===== config.mk =====
export PLATFORM = sky130hd
export DESIGN_NAME = mem_port_rr_arbiter
export DESIGN_NICKNAME = d
export VERILOG_FILES = /design/src/rtl/mem_port_rr_arbiter_pkg.sv /design/src/rtl/mem_port_rr_arbiter_rr_priority_picker.sv /design/src/rtl/mem_port_rr_arbiter.sv
export SDC_FILE = /design/constraint.sdc
export NUM_CORES = 1
export LEC_CHECK = 0
export ABC_AREA = 1
export CORE_MARGIN = 4
export CORE_UTILIZATION = 50
export DETAILED_ROUTE_END_ITERATION = 6
export MAX_ROUTING_LAYER = met4
export PLACE_DENSITY = 0.83
export REMOVE_ABC_BUFFERS = 1
export SLEW_MARGIN = 20
export SYNTH_ARGS = -nofsm -noshare
export SYNTH_HDL_FRONTEND = slang
export SYNTH_SLANG_ARGS = --single-unit

===== constraint.sdc =====
create_clock -name clk -period 2.45 [get_ports clk]
set_input_delay 0.3675 -clock clk [delete_from_list [all_inputs] [get_ports clk]]
set_output_delay 0.3675 -clock clk [all_outputs]
set_load 0.01 [all_outputs]

===== src/rtl/mem_port_rr_arbiter_pkg.sv =====
// mem_port_rr_arbiter_pkg: shared sizes, FSM state encoding and a one-hot helper.
// Rev 1.0
`default_nettype none

package mem_port_rr_arbiter_pkg;

  localparam int NUM_REQ   = 4;
  localparam int SEL_WIDTH = 2;

  typedef enum logic [0:0] {
    ST_IDLE = 1'b0,
    ST_WAIT = 1'b1
  } state_e;

  function automatic logic [NUM_REQ-1:0] onehot(input logic [SEL_WIDTH-1:0] idx);
    return NUM_REQ'(1) << idx;
  endfunction

endpackage

`default_nettype wire


===== src/rtl/mem_port_rr_arbiter_rr_priority_picker.sv =====
// rr_priority_picker: first requester at or after ptr, scanning upward with wrap.
// Rev 1.0
`default_nettype none

module rr_priority_picker
  import mem_port_rr_arbiter_pkg::*;
(
  input  logic [NUM_REQ-1:0]   req_i,
  input  logic [SEL_WIDTH-1:0] ptr_i,
  output logic [SEL_WIDTH-1:0] winner_o,
  output logic                 any_req_o
);

  logic [SEL_WIDTH-1:0] w_idx;
  logic                 w_found;

  always_comb begin
    winner_o = ptr_i;
    w_found  = 1'b0;
    w_idx    = ptr_i;
    for (int k = 0; k < NUM_REQ; k++) begin
      // Index arithmetic wraps naturally at SEL_WIDTH bits.
      w_idx = ptr_i + SEL_WIDTH'(k);
      if (!w_found && req_i[w_idx]) begin
        winner_o = w_idx;
        w_found  = 1'b1;
      end
    end
  end

  assign any_req_o = |req_i;

endmodule

`default_nettype wire


===== src/rtl/mem_port_rr_arbiter.sv =====
// mem_port_rr_arbiter: round-robin owner selection and start/ready/done sequencing
// for one shared memory port, with bounded locked chaining and a WAIT timeout. Rev 1.0
`default_nettype none

module mem_port_rr_arbiter
  import mem_port_rr_arbiter_pkg::*;
#(
  parameter int unsigned TIMEOUT_CYCLES = 255,
  parameter int unsigned MAX_LOCK       = 4,
  parameter int unsigned CNT_WIDTH      = 8
) (
  input  logic                 clk,
  input  logic                 rst,
  input  logic [NUM_REQ-1:0]   req,
  input  logic [NUM_REQ-1:0]   lock,
  input  logic                 mem_ready,
  output logic [SEL_WIDTH-1:0] select,
  output logic [NUM_REQ-1:0]   grant,
  output logic                 mem_start,
  output logic [NUM_REQ-1:0]   done,
  output logic                 busy,
  output logic                 timeout_err
);

  localparam logic [CNT_WIDTH-1:0] C_TO_LAST =
    CNT_WIDTH'((TIMEOUT_CYCLES == 0) ? 0 : TIMEOUT_CYCLES - 1);
  localparam logic [3:0] C_MAX_LOCK = 4'(MAX_LOCK);

  state_e               state_q, state_d;
  logic [SEL_WIDTH-1:0] select_q, select_d;
  logic [NUM_REQ-1:0]   grant_q, grant_d;
  logic                 start_q, start_d;
  logic [NUM_REQ-1:0]   done_q, done_d;
  logic                 busy_q, busy_d;
  logic                 err_q, err_d;
  logic [SEL_WIDTH-1:0] ptr_q, ptr_d;
  logic [CNT_WIDTH-1:0] cnt_q, cnt_d;
  logic [3:0]           lock_cnt_q, lock_cnt_d;

  logic [SEL_WIDTH-1:0] winner;
  logic                 any_req;

  rr_priority_picker u_picker (
    .req_i     (req),
    .ptr_i     (ptr_q),
    .winner_o  (winner),
    .any_req_o (any_req)
  );

  always_comb begin
    state_d    = state_q;
    select_d   = select_q;
    grant_d    = grant_q;
    start_d    = 1'b0;
    done_d     = '0;
    busy_d     = busy_q;
    err_d      = err_q;
    ptr_d      = ptr_q;
    cnt_d      = cnt_q;
    lock_cnt_d = lock_cnt_q;

    unique case (state_q)
      ST_IDLE: begin
        if (any_req) begin
          select_d   = winner;
          grant_d    = onehot(winner);
          start_d    = 1'b1;
          busy_d     = 1'b1;
          cnt_d      = '0;
          lock_cnt_d = 4'd1;
          state_d    = ST_WAIT;
        end
      end
      ST_WAIT: begin
        if (mem_ready) begin
          done_d[select_q] = 1'b1;
          if (lock[select_q] && req[select_q] && (lock_cnt_q < C_MAX_LOCK)) begin
            start_d    = 1'b1;
            cnt_d      = '0;
            lock_cnt_d = lock_cnt_q + 4'd1;
          end else begin
            grant_d = '0;
            busy_d  = 1'b0;
            ptr_d   = select_q + SEL_WIDTH'(1);
            state_d = ST_IDLE;
          end
        end else if ((TIMEOUT_CYCLES != 0) && (cnt_q == C_TO_LAST)) begin
          err_d   = 1'b1;
          grant_d = '0;
          busy_d  = 1'b0;
          ptr_d   = select_q + SEL_WIDTH'(1);
          state_d = ST_IDLE;
        end else if (cnt_q != '1) begin
          cnt_d = cnt_q + CNT_WIDTH'(1);
        end
      end
      default: state_d = ST_IDLE;
    endcase
  end

  always_ff @(posedge clk or negedge rst) begin
    if (!rst) begin
      state_q    <= ST_IDLE;
      select_q   <= '0;
      grant_q    <= '0;
      start_q    <= 1'b0;
      done_q     <= '0;
      busy_q     <= 1'b0;
      err_q      <= 1'b0;
      ptr_q      <= '0;
      cnt_q      <= '0;
      lock_cnt_q <= '0;
    end else begin
      state_q    <= state_d;
      select_q   <= select_d;
      grant_q    <= grant_d;
      start_q    <= start_d;
      done_q     <= done_d;
      busy_q     <= busy_d;
      err_q      <= err_d;
      ptr_q      <= ptr_d;
      cnt_q      <= cnt_d;
      lock_cnt_q <= lock_cnt_d;
    end
  end

  assign select      = select_q;
  assign grant       = grant_q;
  assign mem_start   = start_q;
  assign done        = done_q;
  assign busy        = busy_q;
  assign timeout_err = err_q;

endmodule

`default_nettype wire


==> results of run 1 <==
cell type report:
type                            count  area [sq um]
Clock buffer                        3          41.3
Clock inverter                      1          30.0
Fill cell                         310          1270
Inverter                           27           106
Multi-Input combinational cell    192          1010
Sequential cell                    28           701
Tap cell                           46          57.6
Timing Repair Buffer               25           245
stage by stage:
| step | cells | hold WS (ps) | setup slack [ps] |
|---|---|---|---|
| CTS | 322 | 459 | 664 |
| global placement | 318 | 452 | 395 |
| floorplan | 247 | 71.9 | 785 |
| detailed placement | 318 | 460 | 381 |
| global route | 322 | 474 | 457 |
| finish | 322 | 450 | 663 |
path summary, 6_finish.rpt:
check | depth (start not counted) | to
min in group clk | 2 | timeout_err
min reg2reg | 2 | timeout_err
max in group asynchronous | 2 | cnt_q[1]
max | 7 | cnt_q[7]
min | 2 | grant[1]
max reg2reg | 12 | grant[3]
synth_stat cells, drive strengths merged:
cell type	count	area (sq um)
a21oi	2	10.0
buf	6	53.8
clkinv	2	10.0
dfrtp	28	701
ha	7	87.6
inv	25	96.4
nand2	114	531
nand3	24	135
nand4	7	43.8
nor2	17	81.3
nor3	1	5.00
nor4	1	6.26
o211ai	1	7.51
o21ai	11	55.1
or2	4	25.0
xor2	3	26.3
critical path: stages:
cell	delay, ps
sky130_fd_sc_hd__clkdlybuf4s50_1	580
sky130_fd_sc_hd__nor4_1	420
sky130_fd_sc_hd__nand2_1	140
sky130_fd_sc_hd__nand2_1	130
sky130_fd_sc_hd__nor2_2	60
sky130_fd_sc_hd__nand2_4	150
sky130_fd_sc_hd__o21ai_0	110
report_power, final:
group	switching [mW]	leakage, nW	internal (mW)	total, mW
Combinational	0.834	0.748	0.486	1.32
Clock	0.141	0.0357	0.219	0.360
Sequential	0.147	0.362	0.584	0.731
Total	1.12	1.15	1.29	2.41
metal layers:
| metal | share of wire | global-route usage | vias up | routed length [um] |
|---|---|---|---|---|
| met5 | 0 | - | - | 0 |
| met4 | 0.0084 | 0.0325 | 0 | 31 |
| met3 | 0.040 | 0.0391 | 5 | 146 |
| met1 | 0.52 | 0.232 | 734 | 1920 |
| met2 | 0.43 | 0.258 | 32 | 1600 |
| li1 | - | - | 837 | - |
cells by family (layout without fill, tap and decap cells):
family,count (synthesis),count (layout)
DFF,28,28
xor gates and xnor gates,3,3
and+or+nand+nor,168,168
adders and majority gates,7,7
AOI/OAI and AO/OA,14,14
buffers and inverters,33,56
sequential cells by signal (all words and copies together) (netlist names):
register,count
busy,1
cnt_q,8
done,4
grant,4
lock_cnt_q,4
mem_start,1
ptr_q,2
select,2
state_q,1
timeout_err,1
==> flow_metrics.py, run 1 <==
metrics = {
    "timing": {
        "max_freq_mhz": 560,
        "finalHoldViolations": 0,
        "setup_total_negative_slack_ps": 0,
        "timing_max_transition_violations_final": 0,
        "finalSetupViolCount": 0,
        "min_period_over_period": 0.729,
        "final.min_clock_period_ps": 1790,
        "worstMarginPinSlew_ps": 416,
        "setup_repair_after_global_routing_missed_its_margin": "no",
        "worst_slew_margin_rel": 0.721,
        "fin_skew_ps": 4.15,
    },
    "synthesis": {
        "register_bit_total_from_synthesis": 28,
        "synth.avg_cell_area_sq_um": 7.41,
        "synth.distinct_cells": 26,
        "synthAdderAreaFrac": 0.0467,
        "share_of_synthesized_area_spent_on_multiplexers": 0,
        "synthesized_area_fraction_occupied_by_ao_oa_aoi_and_oai_cells": 0.0387,
        "ys_warn_count": 0,
        "post_synth_and_or_nand_nor_area_fraction": 0.441,
        "synth_area_sq_um": 1870,
        "synth_xor_area_frac": 0.0140,
        "yosysSeqAreaShare": 0.374,
        "combinational_family_with_the_most_area_after_synthesis": "simple AND/OR/NAND/NOR gates",
        "syn_inst": 253,
    },
    "power": {
        "power.density_nw_per_um2": 1100,
        "p_leak_nw": 1.15,
        "post-layout-total-power_mw": 2.41,
        "ir_worst_vdd_mv": 0.546,
    },
    "layout": {
        "leading_cell_types_in_the_layout_fill_and_taps_excluded": "sky130_fd_sc_hd__nand2_1, sky130_fd_sc_hd__dfrtp_1, sky130_fd_sc_hd__clkdlybuf4s50_1",
        "antenna-diode-count": 0,
        "syn2layout_area_growth_pct": 17.1,
        "final_design_area_no_fill_sq_um": 2190,
        "layout_commonest_cell": "sky130_fd_sc_hd__nand2_1",
        "final_layout_size_suffix_gt1_frac": 0.178,
        "final_stage_net_count": 295,
        "final_core_utilization": 0.633,
    },
    "floorplan": {
        "die_area_sq_um": 4790,
        "fp.dieW_um": 69.2,
        "start_util": 0.540,
        "core-area_sq_um": 3470,
        "dieHeight_um": 69.2,
        "boundaryPins": 24,
        "placement_rows": 21,
    },
    "place": {
        "gp_congestion": 0.923,
        "placement.io_buffers": 23,
        "dp.final_hpwl_mm": 2.88,
        "placement.cell_area_sq_um": 2120,
    },
    "critical_path": {
        "cp_max_fo": 15,
        "start_point_of_the_critical_path": "req[2]",
        "worstPathArrival_ps": 1950,
        "setup.reg_to_reg.worst_slack_ps": 690,
        "reg2reg_from": "ptr_q[0]",
        "timing.setup.critical_path_class": "in -> reg",
        "timing.critical_path.from_type": "input port",
        "required_ps": 2610,
        "end_kind": "register",
    },
    "clock_network": {
        "clkLatencyLatePin_ps": 280,
        "ctsHoldBuffers": 0,
        "maximum_count_of_clock_buffers_along_a_single_path": 2,
        "htree_num_levels": 1,
        "clk_pin_slew_ps": 90,
        "cts.repair_timing.setup_buffer_count": 0,
        "numCtsBuffers": 3,
        "cts-resized-gates": 0,
        "clock-root-buffer": "sky130_fd_sc_hd__clkbuf_8",
        "tritoncts_num_sinks": 28,
        "cts_tree": "yes",
    },
    "min_path": {
        "min-delay-path-class": "in -> async",
    },
    "detailed_routing": {
        "dr_wl_cell_um": 11.5,
        "drc": 0,
        "wirelength_mm": 3.70,
        "via_per_inst": 4.99,
        "ant_nets": 0,
        "route.vias.total": 1608,
        "drt_pre_antenna_iters": 4,
        "drtIter0Drc": 149,
    },
    "global_routing": {
        "grt_first_pass_wirelength_mm": 6.60,
        "antenna_violations_before_repair": 0,
        "globalRouteTotalUtil": 0.169,
        "gr-total-overflow": 0,
        "grt_start_max_net_pins": 29,
        "grt_pass1_vias": 1505,
    },
    "run_status": {
        "outcome": "complete, no violations",
    },
    "flow_run": {
        "maxCapViolCount": 0,
    },
}
No activity file was read; power rests on OpenSTA's default activity.
==> inputs of run 2 (changes only) <==
- PLACE_DENSITY: 0.83 -> 0.86
- clock period: 2.45 -> 1.6 ns (I/O delays scaled with it)
==> flow_metrics.py, run 2 (synthesis results as in run 1) <==
metrics = {
    "run_status": {
        "outcome": "finished with violations",
        "failing_checks": "setup timing",
    },
    "layout": {
        "top_register": "cnt_q",
        "multi_input_area_sq_um": 1120,
        "antenna-diode-count": 0,
        "syn2layout_area_growth_pct": 32.8,
        "ff_latch_area_sq_um": 703,
        "layout_commonest_cell": "sky130_fd_sc_hd__nand2_1",
        "final_stage_net_count": 320,
        "final_layout_size_suffix_gt1_frac": 0.292,
        "leading_cell_types_in_the_layout_fill_and_taps_excluded": "sky130_fd_sc_hd__nand2_1, sky130_fd_sc_hd__dfrtp_1, sky130_fd_sc_hd__buf_4",
        "largest_reg_flops": 8,
        "nFillCells": 252,
    },
    "global_routing": {
        "globalRouteTotalUtil": 0.175,
        "antenna_violations_before_repair": 0,
        "grt_pass1_vias": 1589,
        "grt_first_pass_wirelength_mm": 6.81,
        "gr-total-overflow": 0,
        "grt_start_max_net_pins": 29,
    },
    "clock_network": {
        "clock-root-buffer": "sky130_fd_sc_hd__clkbuf_8",
        "clkLatencyLatePin_ps": 270,
        "ctsHoldBuffers": 0,
        "tritoncts_num_sinks": 28,
        "htree_num_levels": 1,
        "cts_tree": "yes",
        "numCtsBuffers": 3,
        "maximum_count_of_clock_buffers_along_a_single_path": 2,
        "clk_pin_slew_ps": 90,
    },
    "detailed_routing": {
        "dr_wl_cell_um": 14.1,
        "wirelength_mm": 4.91,
        "via_per_inst": 5.39,
        "ant_nets": 0,
        "drtIter0Drc": 176,
        "drt_pre_antenna_iters": 5,
        "route.vias.total": 1871,
        "drc": 0,
    },
    "min_path": {
        "min-delay-path-class": "in -> async",
    },
    "power": {
        "ir_worst_vdd_mv": 1.21,
        "cell_internal_pwr_mw": 2.27,
        "switching_fraction": 0.478,
        "p_leak_nw": 1.33,
        "clkPwrFrac": 0.097,
        "p_seq_frac": 0.250,
        "power.density_nw_per_um2": 1740,
        "power.combinational.fraction": 0.654,
        "power.net_switching_mw": 2.08,
    },
    "floorplan": {
        "die_area_sq_um": 4790,
        "placement_rows": 21,
        "dieHeight_um": 69.2,
        "core-area_sq_um": 3470,
        "boundaryPins": 24,
        "fp.dieW_um": 69.2,
        "start_util": 0.540,
    },
    "timing": {
        "timing_max_transition_violations_final": 0,
        "worst_slew_margin_rel": 0.665,
        "finalHoldViolations": 0,
        "post-route-worst-setup-slack_ps": -6.08,
        "max_freq_mhz": 623,
        "setup_repair_after_global_routing_missed_its_margin": "yes",
        "final.min_clock_period_ps": 1610,
        "min_period_over_period": 1.00,
        "setup_total_negative_slack_ps": -6.08,
        "fin_skew_ps": 3.73,
        "finalSetupViolCount": 1,
        "worstMarginPinSlew_ps": 500,
    },
    "critical_path": {
        "timing.setup.critical_path_class": "reg -> reg",
        "timing.critical_path.from_type": "register",
        "timing.critical_path.max_delay_family": "simple AND/OR/NAND/NOR gates",
        "crit_path_frequent_cell": "sky130_fd_sc_hd__nand2_1",
        "required_ps": 1760,
        "total_buffers_and_inverters_traversed_by_the_critical_path": 2,
        "critical_path_cell_by_cell": "buf_6 > nand2_4 > nand2_1 > nand2_1 > nand2_1 > nand3_4 > inv_2 > nand2_1 > nand3_1 > nand2_1 > nand2_1 > nand2_1",
        "worstPathArrival_ps": 1770,
        "cp_max_fo": 6,
        "critical-path-max-stage-delay_ps": 470,
        "end_kind": "register",
        "crit_slowest_cell": "sky130_fd_sc_hd__dfrtp_2",
    },
    "place": {
        "gp_congestion": 0.935,
        "placement.io_buffers": 23,
        "post-place-ws_ps": -398,
        "dp.final_hpwl_mm": 3.11,
    },
    "flow_run": {
        "maxCapViolCount": 0,
    },
}
==> run 2: changes by cell type in the layout (fill, tap and decap cells not counted), sizes merged <==
| cell | previous run | this run |
|---|---|---|
| nand2 | 114 | 115 |
| buf | 2 | 25 |
| clkbuf | 3 | 4 |
| clkdlybuf4s50 | 23 | 18 |
| clkinv | 2 | 5 |
| inv | 25 | 23 |
| bufinv | 1 | 0 |
| dlymetal6s2s | 0 | 5 |
==> run 2: final timing paths <==
path | from | end | slack, ps | cells after the start
worst max-delay path | ptr_q[0] | grant[1] | -6 | 12
worst min-delay path | rst | grant[0] | 340 | 2
worst max register to register | ptr_q[0] | grant[1] | -6 | 12
worst min register to register | timeout_err | timeout_err | 480 | 2
max in group asynchronous | rst | ptr_q[0] | 980 | 2
min in group clk | timeout_err | timeout_err | 480 | 2
==> run 2: timing repair <==
action / CTS / global route
gates cloned: 0 / 3
resized for setup: 1 / 35
buffers inserted: 1 / 7
pin swaps: 0 / 11
endpoints found under the setup margin: 16 / 18
==> run 2: area by class of cell <==
type,count,area share
repair buffers,48,0.176
inverters,27,0.0457
well taps,46,0.0231
repair inverters,1,0.00201
flip-flops and latches,28,0.282
multi-input cells,193,0.449
clock buffers,4,0.0221
==> run 2: worst reg2reg max path: cells and delay by family, from the launching register on <==
family | cells | cell delay, ps
AND/OR/NAND/NOR | 10 | 790
flip-flops | 1 | 470
buffers and inverters | 2 | 250
==> run 2: per-layer routing <==
layer | wire (um) | track usage | up-vias
met1 | 2080 | 0.225 | 860
met4 | 82 | 0.0282 | 0
met3 | 386 | 0.0420 | 14
met2 | 2360 | 0.284 | 105
met5 | 0 | - | -
li1 | - | - | 892
==> run 2: stage by stage <==
stage | cell area (sq um) | std cells | util | hold slack [ps] | power [mW]
after global routing | 2490 | 347 | 0.718 | 376 | 4.66
after floorplan | 1820 | 247 | - | -55.6 | 2.56
after CTS | 2300 | 337 | 0.662 | 357 | 3.83
after detailed placement | 2230 | 332 | 0.642 | 457 | 3.38
final | 2490 | 347 | 0.718 | 342 | 4.34
after global placement | 2230 | 332 | 0.642 | 456 | 3.31
==> run 2: power by group through the flow <==
stage | registers (mW) | clock network (mW) | logic (mW)
2_1_floorplan | 1.14 | 0 | 1.42
3_3_place_gp | 1.05 | 0 | 2.26
3_5_place_dp | 1.07 | 0 | 2.31
4_1_cts | 1.05 | 0.429 | 2.36
5_1_grt | 1.11 | 0.463 | 3.09
6_report | 1.08 | 0.419 | 2.84
==> inputs of run 3 (changes only) <==
- PLACE_DENSITY: 0.86 -> 0.84
- SYNTH_HIERARCHICAL: unset -> 1
- clock period: 1.6 -> 2.05 ns (I/O delays scaled with it)
==> flow_metrics.py, run 3 <==
metrics = {
    "clock_network": {
        "cts.repair_timing.setup_buffer_count": 0,
        "clock-root-buffer": "sky130_fd_sc_hd__clkbuf_4",
        "clk_pin_slew_ps": 150,
        "ctsHoldBuffers": 0,
        "tritoncts_num_sinks": 28,
        "cts_tree": "yes",
        "htree_num_levels": 1,
        "cts-resized-gates": 0,
        "maximum_count_of_clock_buffers_along_a_single_path": 2,
        "clkLatencyLatePin_ps": 330,
        "numCtsBuffers": 3,
    },
    "global_routing": {
        "antenna_violations_before_repair": 0,
        "gr-total-overflow": 0,
        "globalRouteTotalUtil": 0.189,
        "grt_start_max_net_pins": 29,
        "grt_first_pass_wirelength_mm": 6.52,
        "grt_pass1_vias": 1541,
    },
    "timing": {
        "finalHoldViolations": 0,
        "final.min_clock_period_ps": 1860,
        "worst_slew_margin_rel": 0.720,
        "fin_skew_ps": 1.69,
        "post-route-worst-setup-slack_ps": 192,
        "setup_repair_after_global_routing_missed_its_margin": "no",
        "timing_max_transition_violations_final": 0,
        "min_period_over_period": 0.906,
        "final.hold.worst_slack_ps": 330,
        "setup_total_negative_slack_ps": 0,
        "max_freq_mhz": 538,
        "worstMarginPinSlew_ps": 421,
        "finalSetupViolCount": 0,
    },
    "layout": {
        "leading_cell_types_in_the_layout_fill_and_taps_excluded": "sky130_fd_sc_hd__nand2_1, sky130_fd_sc_hd__dfrtp_1, sky130_fd_sc_hd__nand3_1, sky130_fd_sc_hd__clkdlybuf4s50_1, sky130_fd_sc_hd__inv_1",
        "nFillCells": 310,
        "largest_reg_flops": 8,
        "antenna-diode-count": 0,
        "final_core_utilization": 0.627,
        "instances_no_fill": 313,
        "syn2layout_area_growth_pct": 18.6,
        "final_stage_net_count": 286,
        "final_layout_size_suffix_gt1_frac": 0.135,
        "final_design_area_no_fill_sq_um": 2140,
        "layout_commonest_cell": "sky130_fd_sc_hd__nand2_1",
        "top_register": "cnt_q",
    },
    "floorplan": {
        "die_area_sq_um": 4640,
        "start_util": 0.529,
        "placement_rows": 21,
        "fp.dieW_um": 68.1,
        "boundaryPins": 24,
        "core-area_sq_um": 3420,
        "dieHeight_um": 68.1,
    },
    "power": {
        "p_leak_nw": 1.07,
        "cell_internal_pwr_mw": 1.42,
        "power.density_nw_per_um2": 1210,
        "power.net_switching_mw": 1.16,
        "clkPwrFrac": 0.140,
        "switching_fraction": 0.450,
        "power.combinational.fraction": 0.522,
        "ir_worst_vdd_mv": 0.708,
        "post-layout-total-power_mw": 2.58,
        "p_seq_frac": 0.338,
    },
    "critical_path": {
        "required_ps": 2320,
        "critical_path_cell_by_cell": "nand2_1 > nand2_4 > nand2_1 > nand2_1 > nand3_1 > nand2_1 > nand2_1 > nand3_1 > nand2_1 > inv_1 > nand3_1 > o21ai_1",
        "timing.setup.critical_path_class": "reg -> reg",
        "crit_path_frequent_cell": "sky130_fd_sc_hd__nand2_1",
        "end_kind": "register",
        "worstPathArrival_ps": 2130,
        "critical-path-max-stage-delay_ps": 630,
        "setup.reg_to_reg.worst_slack_ps": 190,
        "timing.critical_path.from_type": "register",
        "crit_slowest_cell": "sky130_fd_sc_hd__dfrtp_1",
        "cp_max_fo": 11,
        "worst_r2r_path_depth": 12,
    },
    "place": {
        "dp.final_hpwl_mm": 2.84,
        "dpl.cell_count": 309,
        "gp_congestion": 0.943,
        "placement.io_buffers": 23,
        "post-place-ws_ps": 71.9,
        "placement.cell_area_sq_um": 2090,
    },
    "detailed_routing": {
        "ant_nets": 0,
        "via_per_inst": 5.07,
        "drt_pre_antenna_iters": 5,
        "wirelength_mm": 3.71,
        "dr_wl_cell_um": 11.9,
        "drtIter0Drc": 149,
        "drc": 0,
        "route.vias.total": 1587,
    },
    "synthesis": {
        "ys_warn_count": 6,
        "synth_top_area_frac": 0.388,
        "register_bit_total_from_synthesis": 28,
        "netlist.top_cell.by_area": "sky130_fd_sc_hd__dfrtp_1",
        "post_synth_most_frequent_cells": "sky130_fd_sc_hd__nand2_1, sky130_fd_sc_hd__dfrtp_1, sky130_fd_sc_hd__nand3_1, sky130_fd_sc_hd__inv_1, sky130_fd_sc_hd__nor2_1",
        "post_synth_main_area_contributors": "sky130_fd_sc_hd__dfrtp_1, sky130_fd_sc_hd__nand2_1, sky130_fd_sc_hd__nand3_1, sky130_fd_sc_hd__ha_1, sky130_fd_sc_hd__inv_1",
        "yosysSeqAreaShare": 0.388,
        "synth.distinct_cells": 29,
        "synth.avg_cell_area_sq_um": 7.52,
        "synth_edf_count": 0,
        "synth.most_common_cell": "sky130_fd_sc_hd__nand2_1",
        "syn_inst": 240,
        "postSynth.asyncResetShare": 1.00,
        "synth_area_sq_um": 1810,
        "synth_ff_type": "sky130_fd_sc_hd__dfrtp_1",
    },
    "min_path": {
        "min-delay-path-class": "in -> async",
    },
    "flow_run": {
        "maxCapViolCount": 0,
    },
    "run_status": {
        "outcome": "complete, no violations",
    },
}
-- run 3: cells by family after synthesis --
group                    share of synthesized area
AO/OA/AOI/OAI                               0.0478
XOR/XNOR                                    0.0146
adder cells (fa/ha/maj)                     0.0485
buffers and inverters                       0.0755
flip-flops                                   0.388
AND/OR/NAND/NOR                              0.425
-- run 3: worst max-delay path, delay by kind of cell, from the launching register on --
kind	cells	cell delay (ps)
AND/OR/NAND/NOR	10	920
buffers and inverters	1	100
flip-flops	1	630
AO/OA/AOI/OAI	1	150
-- run 3: metal layers --
layer | wire length, um | global-route usage
met3 | 177 | 0.0460
met4 | 31 | 0.0397
met5 | 0 | -
met2 | 1870 | 0.327
met1 | 1630 | 0.222
-- run 3: area by class of cell --
type	count	area, sq um	area share
multi-input combinational	181	968	0.452
sequential	28	701	0.327
timing repair buffer	25	245	0.114
inverter	29	118	0.0549
tap	46	57.6	0.0269
clock inverter	1	30.0	0.0140
clock buffer	3	22.5	0.0105
-- run 3: path summary, 6_finish.rpt --
path                              from             to
setup / recovery              ptr_q[0]       grant[1]
hold / removal                     rst        done[2]
setup reg to reg              ptr_q[0]       grant[1]
hold reg to reg            timeout_err    timeout_err
max in group asynchronous          rst  lock_cnt_q[1]
min in group clk           timeout_err    timeout_err
-- run 3: power by group through the flow --
| stage | registers [mW] | logic (mW) | clock network, mW |
|---|---|---|---|
| CTS | 0.874 | 1.35 | 0.373 |
| floorplan | 0.893 | 0.906 | 0 |
| detailed placement | 0.883 | 1.34 | 0 |
| finish | 0.873 | 1.35 | 0.362 |
| global route | 0.895 | 1.52 | 0.393 |
| global placement | 0.884 | 1.30 | 0 |
